File: config.mk
export PLATFORM = sky130hd
export DESIGN_NAME = vu_cmd_fetch
export DESIGN_NICKNAME = d
export VERILOG_FILES = /design/src/rtl/vu_cmd_fetch_pkg.sv /design/src/rtl/vu_fifo.sv /design/src/rtl/vu_cmd_fetch.sv
export SDC_FILE = /design/constraint.sdc
export NUM_CORES = 1
export LEC_CHECK = 0
export ABC_AREA = 1
export BUFFER_PORTS_ARGS = -buffer_cell sky130_fd_sc_hd__buf_2
export CORE_MARGIN = 4
export CORE_UTILIZATION = 35
export CTS_CLUSTER_SIZE = 8
export DETAILED_ROUTE_END_ITERATION = 8
export SLEW_MARGIN = 25
export SYNTH_ARGS = -nofsm -noshare
export SYNTH_HDL_FRONTEND = slang
export SYNTH_SLANG_ARGS = --single-unit
export TNS_END_PERCENT = 100
File: constraint.sdc
create_clock -name clk -period 5.5 [get_ports clk]
set_input_delay 0.275 -clock clk [delete_from_list [all_inputs] [get_ports clk]]
set_output_delay 0.275 -clock clk [all_outputs]
set_load 0.05 [all_outputs]
File: src/rtl/vu_cmd_fetch_pkg.sv
// Shared opcode header for the vector command fetch unit: command encodings,
// immediate-count classification and fetch FSM state encodings.
package vu_cmd_fetch_pkg;

    localparam int XCMD_CMD_SZ = 8;

    localparam logic [XCMD_CMD_SZ-1:0] CMD_FENCE_L_V  = 8'h00;
    localparam logic [XCMD_CMD_SZ-1:0] CMD_FENCE_G_V  = 8'h01;
    localparam logic [XCMD_CMD_SZ-1:0] CMD_FENCE_L_CV = 8'h02;
    localparam logic [XCMD_CMD_SZ-1:0] CMD_FENCE_G_CV = 8'h03;
    localparam logic [XCMD_CMD_SZ-1:0] CMD_VMVV       = 8'h04;
    localparam logic [XCMD_CMD_SZ-1:0] CMD_VMST       = 8'h05;
    localparam logic [XCMD_CMD_SZ-1:0] CMD_VMTS       = 8'h06;
    localparam logic [XCMD_CMD_SZ-1:0] CMD_VFMVV      = 8'h07;
    localparam logic [XCMD_CMD_SZ-1:0] CMD_VFMST      = 8'h08;
    localparam logic [XCMD_CMD_SZ-1:0] CMD_VFMTS      = 8'h09;
    localparam logic [XCMD_CMD_SZ-1:0] CMD_LDWB       = 8'h0A;
    localparam logic [XCMD_CMD_SZ-1:0] CMD_STAC       = 8'h0B;

    localparam logic [XCMD_CMD_SZ-1:0] CMD_VVCFGIVL   = 8'h10;
    localparam logic [XCMD_CMD_SZ-1:0] CMD_VSETVL     = 8'h11;
    localparam logic [XCMD_CMD_SZ-1:0] CMD_VF         = 8'h12;
    localparam logic [XCMD_CMD_SZ-1:0] CMD_VMSV       = 8'h13;
    localparam logic [XCMD_CMD_SZ-1:0] CMD_VFMSV      = 8'h14;

    localparam logic [XCMD_CMD_SZ-1:0] CMD_VLD        = 8'h20;
    localparam logic [XCMD_CMD_SZ-1:0] CMD_VLW        = 8'h21;
    localparam logic [XCMD_CMD_SZ-1:0] CMD_VLH        = 8'h22;
    localparam logic [XCMD_CMD_SZ-1:0] CMD_VLB        = 8'h23;
    localparam logic [XCMD_CMD_SZ-1:0] CMD_VSD        = 8'h24;
    localparam logic [XCMD_CMD_SZ-1:0] CMD_VSW        = 8'h25;
    localparam logic [XCMD_CMD_SZ-1:0] CMD_VSH        = 8'h26;
    localparam logic [XCMD_CMD_SZ-1:0] CMD_VSB        = 8'h27;
    localparam logic [XCMD_CMD_SZ-1:0] CMD_VLXD       = 8'h28;
    localparam logic [XCMD_CMD_SZ-1:0] CMD_VLXW       = 8'h29;
    localparam logic [XCMD_CMD_SZ-1:0] CMD_VSXD       = 8'h2A;
    localparam logic [XCMD_CMD_SZ-1:0] CMD_VSXW       = 8'h2B;

    localparam logic [XCMD_CMD_SZ-1:0] CMD_VLSTD      = 8'h30;
    localparam logic [XCMD_CMD_SZ-1:0] CMD_VLSTW      = 8'h31;
    localparam logic [XCMD_CMD_SZ-1:0] CMD_VSSTD      = 8'h32;
    localparam logic [XCMD_CMD_SZ-1:0] CMD_VSSTW      = 8'h33;

    // Encoding 3 is never a real immediate count; it marks an undefined opcode.
    localparam logic [1:0] NIMM_UNDEF = 2'd3;

    typedef enum logic [1:0] {
        ST_IDLE  = 2'd0,
        ST_HOLD1 = 2'd1,
        ST_OUT   = 2'd2
    } fetch_state_e;

    function automatic logic [1:0] cmd_nimm(input logic [XCMD_CMD_SZ-1:0] cmd);
        logic [1:0] n;
        case (cmd)
            CMD_FENCE_L_V, CMD_FENCE_G_V, CMD_FENCE_L_CV, CMD_FENCE_G_CV,
            CMD_VMVV, CMD_VMST, CMD_VMTS, CMD_VFMVV, CMD_VFMST, CMD_VFMTS,
            CMD_LDWB, CMD_STAC:
                n = 2'd0;
            CMD_VVCFGIVL, CMD_VSETVL, CMD_VF, CMD_VMSV, CMD_VFMSV,
            CMD_VLD, CMD_VLW, CMD_VLH, CMD_VLB, CMD_VSD, CMD_VSW, CMD_VSH, CMD_VSB,
            CMD_VLXD, CMD_VLXW, CMD_VSXD, CMD_VSXW:
                n = 2'd1;
            CMD_VLSTD, CMD_VLSTW, CMD_VSSTD, CMD_VSSTW:
                n = 2'd2;
            default:
                n = NIMM_UNDEF;
        endcase
        return n;
    endfunction

endpackage

File: src/rtl/vu_fifo.sv
// Circular-buffer FIFO with val/rdy enqueue, head plus second-entry peek,
// and the ability to retire one or two entries in a cycle.
module vu_fifo #(
    parameter int WIDTH = 8,
    parameter int DEPTH = 8,
    localparam int AW = $clog2(DEPTH),
    localparam int CW = AW + 1
) (
    input  logic             clk,
    input  logic             reset_n,
    input  logic             enq_val,
    output logic             enq_rdy,
    input  logic [WIDTH-1:0] enq_bits,
    output logic             deq_val,
    input  logic             deq_rdy,
    input  logic             deq_two,
    output logic [WIDTH-1:0] deq_bits,
    output logic [WIDTH-1:0] deq_next,
    output logic [CW-1:0]    count
);

    logic [WIDTH-1:0] mem [DEPTH];
    logic [AW-1:0]    wptr;
    logic [AW-1:0]    rptr;
    logic             enq_fire;
    logic [1:0]       pop_n;

    assign enq_rdy  = reset_n && (count != CW'(DEPTH));
    assign enq_fire = enq_val && enq_rdy;
    assign deq_val  = (count != '0);
    assign deq_bits = mem[rptr];
    assign deq_next = mem[rptr + AW'(1)];
    // deq_two is only honoured by callers that have checked count >= 2.
    assign pop_n    = !(deq_rdy && deq_val) ? 2'd0 : (deq_two ? 2'd2 : 2'd1);

    always_ff @(posedge clk) begin
        if (enq_fire) begin
            mem[wptr] <= enq_bits;
        end
    end

    always_ff @(posedge clk or negedge reset_n) begin
        if (!reset_n) begin
            wptr  <= '0;
            rptr  <= '0;
            count <= '0;
        end else begin
            wptr  <= wptr + AW'(enq_fire);
            rptr  <= rptr + AW'(pop_n);
            count <= count + CW'(enq_fire) - CW'(pop_n);
        end
    end

endmodule

File: src/rtl/vu_cmd_fetch.sv
// Vector command fetch: pairs queued commands with their immediates and
// presents them as one registered issue bundle to the decode stage.
module vu_cmd_fetch
    import vu_cmd_fetch_pkg::*;
#(
    parameter int CMDQ_DEPTH = 8,
    parameter int IMMQ_DEPTH = 8
) (
    input  logic                   clk,
    input  logic                   reset_n,
    input  logic                   cmdq_enq_val,
    output logic                   cmdq_enq_rdy,
    input  logic [XCMD_CMD_SZ-1:0] cmdq_enq_bits,
    input  logic                   immq_enq_val,
    output logic                   immq_enq_rdy,
    input  logic [63:0]            immq_enq_bits,
    output logic                   issue_val,
    input  logic                   issue_rdy,
    output logic [XCMD_CMD_SZ-1:0] issue_cmd,
    output logic [63:0]            issue_imm1,
    output logic [63:0]            issue_imm2,
    output logic                   err_undef
);

    localparam int CCW = $clog2(CMDQ_DEPTH) + 1;
    localparam int ICW = $clog2(IMMQ_DEPTH) + 1;

    fetch_state_e             state, state_n;
    logic                     head_val, imm_val;
    logic [XCMD_CMD_SZ-1:0]   head_cmd;
    logic [XCMD_CMD_SZ-1:0]   cmdq_unused_next;
    logic [CCW-1:0]           cmdq_unused_count;
    logic [63:0]              imm_head, imm_next;
    logic [ICW-1:0]           imm_count;
    logic [1:0]               head_nimm;
    logic                     issuable, take;
    logic                     cmd_pop, imm_pop, imm_two;
    logic                     out_load, hold_load, err_set;
    logic [63:0]              out_imm1_n, out_imm2_n;
    logic [63:0]              imm1_hold;
    logic [XCMD_CMD_SZ-1:0]   out_cmd;
    logic [63:0]              out_imm1, out_imm2;

    vu_fifo #(.WIDTH(XCMD_CMD_SZ), .DEPTH(CMDQ_DEPTH)) u_cmdq (
        .clk(clk), .reset_n(reset_n),
        .enq_val(cmdq_enq_val), .enq_rdy(cmdq_enq_rdy), .enq_bits(cmdq_enq_bits),
        .deq_val(head_val), .deq_rdy(cmd_pop), .deq_two(1'b0),
        .deq_bits(head_cmd), .deq_next(cmdq_unused_next), .count(cmdq_unused_count)
    );

    vu_fifo #(.WIDTH(64), .DEPTH(IMMQ_DEPTH)) u_immq (
        .clk(clk), .reset_n(reset_n),
        .enq_val(immq_enq_val), .enq_rdy(immq_enq_rdy), .enq_bits(immq_enq_bits),
        .deq_val(imm_val), .deq_rdy(imm_pop), .deq_two(imm_two),
        .deq_bits(imm_head), .deq_next(imm_next), .count(imm_count)
    );

    assign head_nimm = cmd_nimm(head_cmd);
    assign issuable  = head_val && (head_nimm != NIMM_UNDEF) && (imm_count >= ICW'(head_nimm));

    // Next-state and pop control; take means the head command and all of its
    // immediates leave the queues together this cycle.
    always_comb begin
        state_n    = state;
        take       = 1'b0;
        cmd_pop    = 1'b0;
        imm_pop    = 1'b0;
        imm_two    = 1'b0;
        out_load   = 1'b0;
        hold_load  = 1'b0;
        err_set    = 1'b0;
        out_imm1_n = (head_nimm != 2'd0) ? imm_head : 64'd0;
        out_imm2_n = (head_nimm == 2'd2) ? imm_next : 64'd0;
        case (state)
            ST_IDLE: begin
                if (head_val && head_nimm == NIMM_UNDEF) begin
                    cmd_pop = 1'b1;
                    err_set = 1'b1;
                end else if (issuable) begin
                    take = 1'b1;
                end else if (head_val && head_nimm == 2'd2 && imm_count == ICW'(1)) begin
                    imm_pop   = 1'b1;
                    hold_load = 1'b1;
                    state_n   = ST_HOLD1;
                end
            end
            ST_HOLD1: begin
                if (imm_val) begin
                    cmd_pop    = 1'b1;
                    imm_pop    = 1'b1;
                    out_load   = 1'b1;
                    out_imm1_n = imm1_hold;
                    out_imm2_n = imm_head;
                    state_n    = ST_OUT;
                end
            end
            ST_OUT: begin
                if (issue_rdy) begin
                    if (issuable) begin
                        take = 1'b1;
                    end else begin
                        state_n = ST_IDLE;
                    end
                end
            end
            default: begin
                state_n = ST_IDLE;
            end
        endcase
        if (take) begin
            cmd_pop  = 1'b1;
            imm_pop  = (head_nimm != 2'd0);
            imm_two  = (head_nimm == 2'd2);
            out_load = 1'b1;
            state_n  = ST_OUT;
        end
    end

    always_ff @(posedge clk or negedge reset_n) begin
        if (!reset_n) begin
            state     <= ST_IDLE;
            imm1_hold <= '0;
            out_cmd   <= '0;
            out_imm1  <= '0;
            out_imm2  <= '0;
            err_undef <= 1'b0;
        end else begin
            state <= state_n;
            if (hold_load) begin
                imm1_hold <= imm_head;
            end
            if (out_load) begin
                out_cmd  <= head_cmd;
                out_imm1 <= out_imm1_n;
                out_imm2 <= out_imm2_n;
            end
            if (err_set) begin
                err_undef <= 1'b1;
            end
        end
    end

    assign issue_val  = (state == ST_OUT);
    assign issue_cmd  = out_cmd;
    assign issue_imm1 = out_imm1;
    assign issue_imm2 = out_imm2;

endmodule

; Word-level counts from Yosys, hierarchy flattened
; Memory sizes are Yosys's and may differ from the RTL's.
; Cells that the tools add are included.
; W data, S select, Z words.
[totals]
out_inout_bits = 140
mem_bits_rw = 576
rom_bits = 128
reg_bits = 223
mem_count = 3
word_cells = 96
input_bits = 77
[mem_list]
columns = name, depth, word_bits, rd, rd_clocked_by_memory_dff, wr, line
row1 = u_immq.mem, 8, 64, 2, 0, 1, vu_fifo.sv:22  ; logic [WIDTH-1:0] mem [DEPTH];
row2 = (no name shown), 64, 2, 1, 0, 0, vu_cmd_fetch_pkg.sv:55  ; case (cmd)
row3 = u_cmdq.mem, 8, 8, 1, 0, 1, vu_fifo.sv:22
[classes]
magnitude_cmp = 1
add_sub_neg = 9
n_eq_ne = 14
reduce_logical = 17
mux = 40
[op_table]
columns = cell, count
row1 = $mux W64, 6
row2 = $mux W1, 20
row3 = $mux W2, 10
row4 = $logic_and A1 B1 Y1, 11
row5 = $ne A3 B3 Y1 const B, 3
row6 = $add A4 B1 Y4, 2
row7 = $ne A4 B4 Y1 const B, 2
row8 = $reduce_bool A4 Y1, 2
row9 = $sub A4 B2 Y4, 2
row10 = $add A3 B1 Y3, 2
row11 = $add A3 B2 Y3, 2
row12 = $eq A2 B2 Y1 const B, 3
row13 = $ne A3 B2 Y1 const B, 2
row14 = $pmux W1 S2, 3
row15 = $pmux W2 S3, 1
row16 = $reduce_and A6 Y1, 1
row17 = $eq A4 B1 Y1 const B, 1
row18 = $ge A4 B2 Y1, 1
row19 = $logic_not A2 Y1, 2
row20 = $add A3 B1 Y3 const B, 1
row21 = $ne A3 B1 Y1 const B, 1
row22 = $eq A2 B1 Y1 const B, 1
row23 = $ne A2 B2 Y1 const B, 1
row24 = $reduce_bool A2 Y1, 1

; Longest topological paths before layout
; Gate-level depths: netlist of run 1.
; An unclocked memory read counts as a cell.
[depth]
ltp_word = 14
mapped_depth = 30
mapped_depth_nobuf = 27

; Modules after synthesis
; A second synthesis of run 1 with hierarchy kept.
[hier_totals]
cells_unflattened = 5259
area_unflattened_um2 = 42220.5
[modules_own_cells]
columns = mod, cells_each, n_inst, seq_area_each_um2, area_per_inst_um2
row1 = vu_fifo at u_immq, 3465, 1, 15625.0, 27767.9
row2 = vu_cmd_fetch, 1304, 1, 5079.9, 10371.2
row3 = vu_fifo at u_cmdq, 490, 1, 2172.1, 4081.4

; Worst setup path before layout of run 1
; No wires, ideal clock.
[synth_timing]
kind = reg2reg
startpoint = register u_immq.count[2]
endpoint = memory u_immq.mem[0][0], enable pin
path_stages_with_launch = 7
required_ns = 5.014
n_path_buf = 0
arrival_time_ns = 4.474
slack_ns = 0.540
synth_period_minus_slack_ns = 4.960
setup_time_ns = 0.486
cell_sequence = dfrtp_1 > inv_1 > ha_1 > a21oi_1 > and2_1 > nand2_1 > nor2_1
[synth_via]
elab_chain_cells = 5
[synth_lines]
columns = element, line
row1 = start: declaration, vu_fifo.sv:19  ; output logic [CW-1:0] count
row2 = start signal: assignment, vu_fifo.sv:50  ; count <= count + CW'(enq_fire) - CW'(pop_n);
row3 = $ne A4 B4 Y1, vu_fifo.sv:28  ; assign enq_rdy = reset_n && (count != CW'(DEPTH));
row4 = $logic_and A1 B1 Y1, vu_fifo.sv:28
row5 = net immq_enq_rdy, vu_cmd_fetch.sv:15  ; output logic immq_enq_rdy,
row6 = $logic_and A1 B1 Y1, vu_fifo.sv:29  ; assign enq_fire = enq_val && enq_rdy;
row7 = $mux W1, vu_fifo.sv:37  ; if (enq_fire) begin
row8 = $mux W1 (not written as such), vu_fifo.sv:38  ; mem[wptr] <= enq_bits;
row9 = end: declaration, vu_fifo.sv:22
; The timed path passes the listed nets, and every way through them passes these cells.

; Worst setup path in the final report of run 1
[layout_timing]
startpoint = register u_cmdq.rptr[1]
endpoint = register u_immq.count[2]
[layout_via]
elab_chain_cells = 14
word_cells_on_any_way = 28
cone_classes = add/sub (1) / order compare (1) / eq/ne (3) / mux (13) / reduce/logical (8) / memory (2)
[layout_lines]
columns = element, line
row1 = start: declaration, vu_fifo.sv:24  ; logic [AW-1:0] rptr;
row2 = start signal: assignment, vu_fifo.sv:49  ; rptr <= rptr + AW'(pop_n);
row3 = $mem_v2 Z8 W8 *, n/a
row4 = $mem_v2 Z64 W2 / $logic_not A2 Y1 (equally long branches), n/a
row5 = $mux W2 *, vu_cmd_fetch_pkg.sv:55
row6 = "parallel branches: the longest is 9 deep, another holds $ge A4 B2 Y1", n/a
row7 = $mux W2 *, vu_fifo.sv:34  ; assign pop_n = !(deq_rdy && deq_val) ? 2'd0 : (deq_two ? 2'd2 : 2'd1);
row8 = $sub A4 B2 Y4 *, vu_fifo.sv:50
; Every way passes the cells marked *.
; A chain may end at the register's enable or synchronous reset.

==> impl_metrics.csv, run 1 <==
group,metric,value,unit
critical_path,worstSetupPathType,"register to register",
sta,rsz0062_at_grt,"no",
floorplanning,die_area,111000,sq um
grt,overflow,0,
clocking,postCtsSetupRepairBufs,0,
run,cap_violations,0,
critical_path,path_max_fanout,42,
route,drc,0,
power_and_ir_drop,clkPwrFrac,23.0,%
synthesis,synth.yosys.warnings,0,
synthesis,syn_area_per_cell,9.72,sq um
floorplanning,die_w,333,um
sta,fmax,211,MHz
sta,worstMarginPinSlew,1.09,ns
critical_path,r2r_start,"u_cmdq.rptr[1]$_DFF_PN0_",
synthesis,yosys.area.top_type_share,46.9,%
placement,dp_hpwl,68.2,mm
route,vias,29000,
grt,grt_pass1_wl,168,mm
route,antenna_left,0,
finish,nets,4080,
sta,setup_viol,0,
power_and_ir_drop,p_int,14600,uW
grt,antenna_found_initial,18,
sta,finClkSkew,0.0296,ns
clocking,clockBufferDepth,3,
finish,utilization,41.5,%
clocking,numCtsBuffers,110,
finish,drive_above_1_share,10.5,%
sta,setup_tns,0,ns
clocking,clock-sinks,799,
clocking,holdBufCountCts,74,
synthesis,yosysUniqueCellTypes,37,
clocking,root_buffer,"clkbuf_16",
floorplanning,start_util,35.4,%
power_and_ir_drop,total_power,27400,uW
synthesis,synth_nets,3894,
critical_path,max_stage_delay,0.77,ns
synthesis,synth_area,36900,sq um
critical_path,r2r_cells,25,
clocking,cts_max_level,3,
critical_path,required,6.06,ns
finish,final_cell_mix,"nand2_1, o21ai_0, edfxtp_1, nor2_1, inv_1",
synthesis,synth_xor_area_share,0.214,%
finish,nFillCells,9989,
power_and_ir_drop,p_comb_share,47.2,%
power_and_ir_drop,switching_share,46.7,%
critical_path,crit_arrival,5.30,ns
route,wire_per_inst,20.6,um
grt,grt_start_max_net_pins,194,
placement,routabilityCongestion,0.865,
critical_path,endpoint_kind,"register",
synthesis,synth-seq-cells,799,
synthesis,synthMuxAreaShare,0,%
finish,regArea,22900,sq um
finish,finalInstanceArea,43200,sq um
synthesis,synth_top_family_by_area,"compound AO/OA/AOI/OAI gates",
sta,hold_viol,0,
synthesis,synth_area_leader_cell,"edfxtp_1",
sta,min_period,4.74,ns
critical_path,cp_num_buf_inv,3,
synthesis,yosys-top-cells-area,"edfxtp_1, dfrtp_1, o21ai_0",
power_and_ir_drop,irDropWorstVdd,0.000571,V
floorplanning,rows,118,
route,dr.pass1.iters,6,
synthesis,synthAdderAreaFrac,0.910,%
route,drtIter0Drc,2897,
critical_path,worstReg2RegEnd,"u_immq.count[2]$_DFF_PN0_",
grt,grt_pass1_vias,27000,
critical_path,cp_common_cell,"nand2_1",
sta,period_share,86.2,%
finish,final_common_cell,"nand2_1",
power_and_ir_drop,p_sw,12800,uW
critical_path,reg2reg_setup_slack,0.76,ns
sta,maxSlewHeadroom,26.5,%
power_and_ir_drop,power_density,635,nW/um^2
finish,areaGrowthSynthToFinish,17.2,%
outcome,status,"finished clean",
floorplanning,core_area,104000,sq um
placement,portBuffers,216,
finish,multi_input_area,11700,sq um
synthesis,synth_compound_area_share,16.2,%
clocking,cts_tree,"yes",
power_and_ir_drop,p_leak,0.0169,uW
clocking,ctsResizeCount,0,
route,routed_wl,112,mm
sta,slew_viol_final,0,
critical_path,critical_path.startpoint_type,"register",
power_and_ir_drop,power_frac_seq,29.8,%
placement,placed_area,39200,sq um
critical_path,slowest_stage,"dfrtp_1",
synthesis,synth-simple-area-share,14.3,%
clocking,clock_latency,0.68,ns
grt,track_usage,19.6,%
critical_path,cp_top_family,"simple AND/OR/NAND/NOR gates",
hold_path,hp-class,"input pin to async pin",
synthesis,ys_seq_area_share,62.1,%
clocking,clkSlewWorstSetupHoldPaths,0.05,ns
floorplanning,io_pins,217,
route,via_per_inst,5.30,
floorplanning,die_h,333,um
synthesis,synthCells,3792,
==> stage by stage <==
stage               worst slack (ns)  cells  hold slack [ns]
detailed placement             0.812   5171            0.232
CTS                            0.809   5452           0.0930
floorplan                      0.540   3792          -0.0206
finish                         0.760   5459            0.135
global placement               0.956   5170            0.237
global route                   0.479   5454            0.142
==> Yosys cell counts <==
| library cell | number |
|---|---|
| edfxtp_1 | 576 |
| nand2_4 | 2 |
| nor4_1 | 1 |
| nor3_1 | 1 |
| and2_1 | 2 |
| xnor2_1 | 3 |
| a211oi_1 | 26 |
| a31oi_1 | 3 |
| buf_4 | 5 |
| xor2_1 | 6 |
| buf_6 | 14 |
| o21ai_0 | 665 |
| nand2_2 | 3 |
| buf_2 | 40 |
| nand4_1 | 43 |
| o22ai_1 | 25 |
| o211ai_1 | 121 |
| inv_1 | 291 |
| o21ai_1 | 15 |
| nand2_1 | 716 |
| inv_4 | 3 |
| clkinv_1 | 3 |
| clkbuf_1 | 192 |
| o211ai_2 | 1 |
| nand3_1 | 198 |
| fa_1 | 3 |
| nor2_1 | 321 |
| dfrtp_1 | 223 |
| a21oi_1 | 217 |
| buf_8 | 1 |
| nor3b_1 | 1 |
| inv_2 | 3 |
| o221ai_1 | 20 |
| ha_1 | 22 |
| nor2_4 | 2 |
| buf_1 | 23 |
| nand3_2 | 1 |
==> how the worst max path moves through the flow <==
stage                                    startpoint                         end  slack (ns)  depth (start not counted)
after global placement     u_cmdq.rptr[2]$_DFF_PN0_   u_immq.count[2]$_DFF_PN0_        0.96                         23
final                      u_cmdq.rptr[1]$_DFF_PN0_   u_immq.count[2]$_DFF_PN0_        0.76                         25
after detailed placement   u_cmdq.rptr[1]$_DFF_PN0_   u_immq.count[2]$_DFF_PN0_        0.81                         25
after floorplan           u_immq.count[2]$_DFF_PN0_  u_immq.mem[0][0]$_DFFE_PP_        0.54                          6
after global routing       u_cmdq.rptr[1]$_DFF_PN0_   u_immq.count[2]$_DFF_PN0_        0.48                         25
after CTS                  u_cmdq.rptr[1]$_DFF_PN0_   u_immq.count[2]$_DFF_PN0_        0.81                         25
==> state kept, by name, summed over array words and instances, names as in the netlist <==
name	flops
state	2
u_cmdq.rptr	3
u_cmdq.count	4
err_undef	1
imm1_hold	64
u_immq.count	4
u_immq.wptr	3
issue_imm1	64
u_immq.mem	512
issue_cmd	8
issue_imm2	64
u_immq.rptr	3
u_cmdq.wptr	3
u_cmdq.mem	64
==> layer usage <==
layer  wire length (um)  up-vias  global-route usage, %
li1                   -    13600                      -
met1              49700    14000                   28.0
met2              50100     1234                   30.3
met3              10200      180                   4.07
met4               2440       18                   5.39
met5                110        -                      0
==> cell type report <==
type	instances	share of cell area, %
clock buffer	200	7.23
sequential	799	53.0
timing repair buffer	349	5.71
tap	1380	4.00
clock inverter	7	0.240
inverter	300	2.65
antenna	6	0.0348
multi-input combinational	2418	27.1
==> cells by family (layout without fill, tap and decap cells) <==
group,count (synthesis),after routing
AND/OR/NAND/NOR,1291,1291
XOR/XNOR,9,9
flip-flops,799,799
adder cells (fa/ha/maj),25,25
AO/OA/AOI/OAI,1093,1093
buffers and inverters,575,856
other,0,6
==> power groups by stage <==
stage / sequential (uW) / clock, uW / combinational, uW
CTS: 8170 / 6430 / 12800
floorplan: 9160 / 0 / 7870
detailed placement: 8270 / 0 / 12700
global route: 8250 / 6700 / 14200
finish: 8180 / 6310 / 12900
global placement: 8270 / 0 / 12600
Power figures use the tool's default switching activity.
==> run 2: changes to the inputs <==
--- a/config.mk
+++ b/config.mk
@@ -7,11 +7,10 @@
 export LEC_CHECK = 0
 export ABC_AREA = 1
 export BUFFER_PORTS_ARGS = -buffer_cell sky130_fd_sc_hd__buf_2
-export CORE_MARGIN = 4
 export CORE_UTILIZATION = 35
+export CTS_BUF_LIST = sky130_fd_sc_hd__clkbuf_4
 export CTS_CLUSTER_SIZE = 8
 export DETAILED_ROUTE_END_ITERATION = 8
-export SLEW_MARGIN = 25
 export SYNTH_ARGS = -nofsm -noshare
 export SYNTH_HDL_FRONTEND = slang
 export SYNTH_SLANG_ARGS = --single-unit
==> run 2 against run 1 <==
Compared with the run above:
- global-route usage grew 1.1 points
- utilization rose by 0.25 points
- final cell count up 4.5%
- highest routed layer unchanged
- sequential power is 0.5% lower
- routed wire length decreased by 0.46%
==> impl_metrics.csv, run 2 (synthesized netlist as in run 1, its figures left out) <==
group,metric,value,unit
route,vias,29600,
critical_path,endpoint_kind,"register",
hold_path,hp-class,"input pin to register",
placement,routabilityCongestion,0.840,
finish,top_register,"u_immq.mem",
power_and_ir_drop,irDropWorstVdd,0.000779,V
grt,track_usage,20.7,%
clocking,cts_max_level,4,
route,dr.pass1.iters,5,
clocking,clock_latency,1.08,ns
critical_path,crit_arrival,5.85,ns
finish,utilization,41.7,%
finish,drive_above_1_share,14.8,%
grt,antenna_found_initial,14,
route,drtIter0Drc,2757,
critical_path,worstSetupPathType,"register to register",
route,routed_wl,112,mm
sta,fmax,203,MHz
grt,grt_pass1_vias,28100,
clocking,cts_tree,"yes",
power_and_ir_drop,power_density,607,nW/um^2
finish,areaGrowthSynthToFinish,17.7,%
sta,maxSlewHeadroom,22.4,%
finish,final_common_cell,"nand2_1",
clocking,clock-sinks,799,
power_and_ir_drop,p_leak,0.0172,uW
sta,setup_tns,0,ns
critical_path,required,6.43,ns
route,antenna_left,0,
sta,rsz0062_at_grt,"no",
clocking,clkSlewWorstSetupHoldPaths,0.07,ns
finish,multi_input_area,11700,sq um
grt,overflow,0,
finish,regArea,22900,sq um
sta,slew_viol_final,0,
critical_path,path_max_fanout,34,
route,via_per_inst,5.19,
sta,worstMarginPinSlew,1.15,ns
finish,nFillCells,10200,
clocking,clockBufferDepth,3,
finish,largest_reg_flops,512,
floorplanning,die_h,327,um
finish,final_cell_mix,"nand2_1, o21ai_0, edfxtp_1, nor2_1, clkbuf_4",
floorplanning,start_util,35.5,%
grt,grt_start_max_net_pins,212,
floorplanning,die_area,107000,sq um
outcome,status,"finished clean",
critical_path,critical_path.startpoint_type,"register",
placement,placed_area,39100,sq um
clocking,root_buffer,"clkbuf_4",
route,wire_per_inst,19.6,um
placement,portBuffers,216,
floorplanning,rows,118,
floorplanning,core_area,104000,sq um
sta,min_period,4.92,ns
floorplanning,io_pins,217,
run,cap_violations,0,
sta,setup_viol,0,
floorplanning,die_w,327,um
route,drc,0,
finish,nets,4245,
placement,dp_hpwl,65.6,mm
sta,period_share,89.5,%
sta,finClkSkew,0.0806,ns
grt,grt_pass1_wl,168,mm
clocking,postCtsSetupRepairBufs,0,
sta,hold_viol,0,
clocking,numCtsBuffers,205,
finish,finalInstanceArea,43400,sq um
## run 2: cell count changes in the layout (fill, tap and decap cells not counted), moves of 3 or more
cell	before	now
clkinv_4	0	5
clkinv_2	2	9
clkinvlp_4	1	5
clkinv_1	2	55
bufinv_16	0	4
dlygate4sd3_1	74	145
clkbuf_16	111	0
clkinv_8	3	0
clkbuf_4	0	308
clkbuf_1	88	0
## run 2: metal layers
metal | global-route usage, % | wire length (um) | vias up
met1 | 28.0 | 49300 | 14100
met4 | 7.53 | 2790 | 18
li1 | - | - | 14000
met5 | 0 | 99 | -
met2 | 32.0 | 50700 | 1146
met3 | 5.15 | 9040 | 235
## run 2: final cells by class
class | count | share of cell area [%]
sequential | 799 | 52.8
tap | 1380 | 3.98
inverter | 300 | 2.64
multi-input combinational | 2418 | 27.0
timing repair buffer | 419 | 7.20
antenna | 5 | 0.0288
clock buffer | 308 | 5.33
clock inverter | 76 | 1.05
## run 2: what timing repair did
| item | in CTS | in global routing |
|---|---|---|
| gates resized for setup | 0 | 0 |
| hold buffers | 146 | 0 |
| hold endpoints to repair | 808 | 0 |
## run 2: worst paths after layout
kind | startpoint | to | slack (ns) | cells past startpoint
min reg2reg | imm1_hold[18]$_DFFE_PN0P_ | issue_imm1[18]$_DFFE_PN0P_ | 0.45 | 2
min in group asynchronous | reset_n | issue_imm1[11]$_DFFE_PN0P_ | 0.39 | 4
max reg2reg | u_cmdq.rptr[0]$_DFF_PN0_ | u_immq.count[2]$_DFF_PN0_ | 0.58 | 26
max | u_cmdq.rptr[0]$_DFF_PN0_ | u_immq.count[2]$_DFF_PN0_ | 0.58 | 26
min | immq_enq_bits[45] | u_immq.mem[6][45]$_DFFE_PP_ | 0.1 | 2
max in group asynchronous | reset_n | u_immq.rptr[0]$_DFF_PN0_ | 3.58 | 5
## run 2: metrics by stage
stage	setup slack [ns]	std cells	total power, uW	hold slack [ns]
global route	0.0816	5704	28200	0.0324
floorplan	0.540	3792	17000	-0.0206
global placement	0.644	5170	20800	0.257
finish	0.577	5705	26300	0.0986
CTS	0.544	5700	26400	0.00354
detailed placement	0.556	5170	21000	0.254
## run 2: critical path: stages, from the launching register on
cell and delay, ns:
dfrtp_1 0.63, buf_4 0.33, nand2_1 0.07, nand2_1 0.07
nand2_1 0.04, o21ai_1 0.09, nand2_1 0.06, nand2_1 0.14
inv_1 0.08, nand2_1 0.08, nand3_2 0.13, ha_1 0.31
inv_1 0.03, nand2_1 0.05, a21oi_1 0.05, o21ai_0 0.21
nand2_1 0.08, a211oi_1 0.39, nand2_4 0.21, buf_4 0.38
nand3_1 0.24, nand3_1 0.14, nand2_1 0.08, nand2_1 0.05
ha_1 0.22, fa_1 0.44, xor2_1 0.17
## run 2: power by group
group / internal, uW / total [uW] / switching (uW)
clock network: 2760 / 5270 / 2500
logic: 3360 / 12900 / 9570
registers: 7450 / 8140 / 687
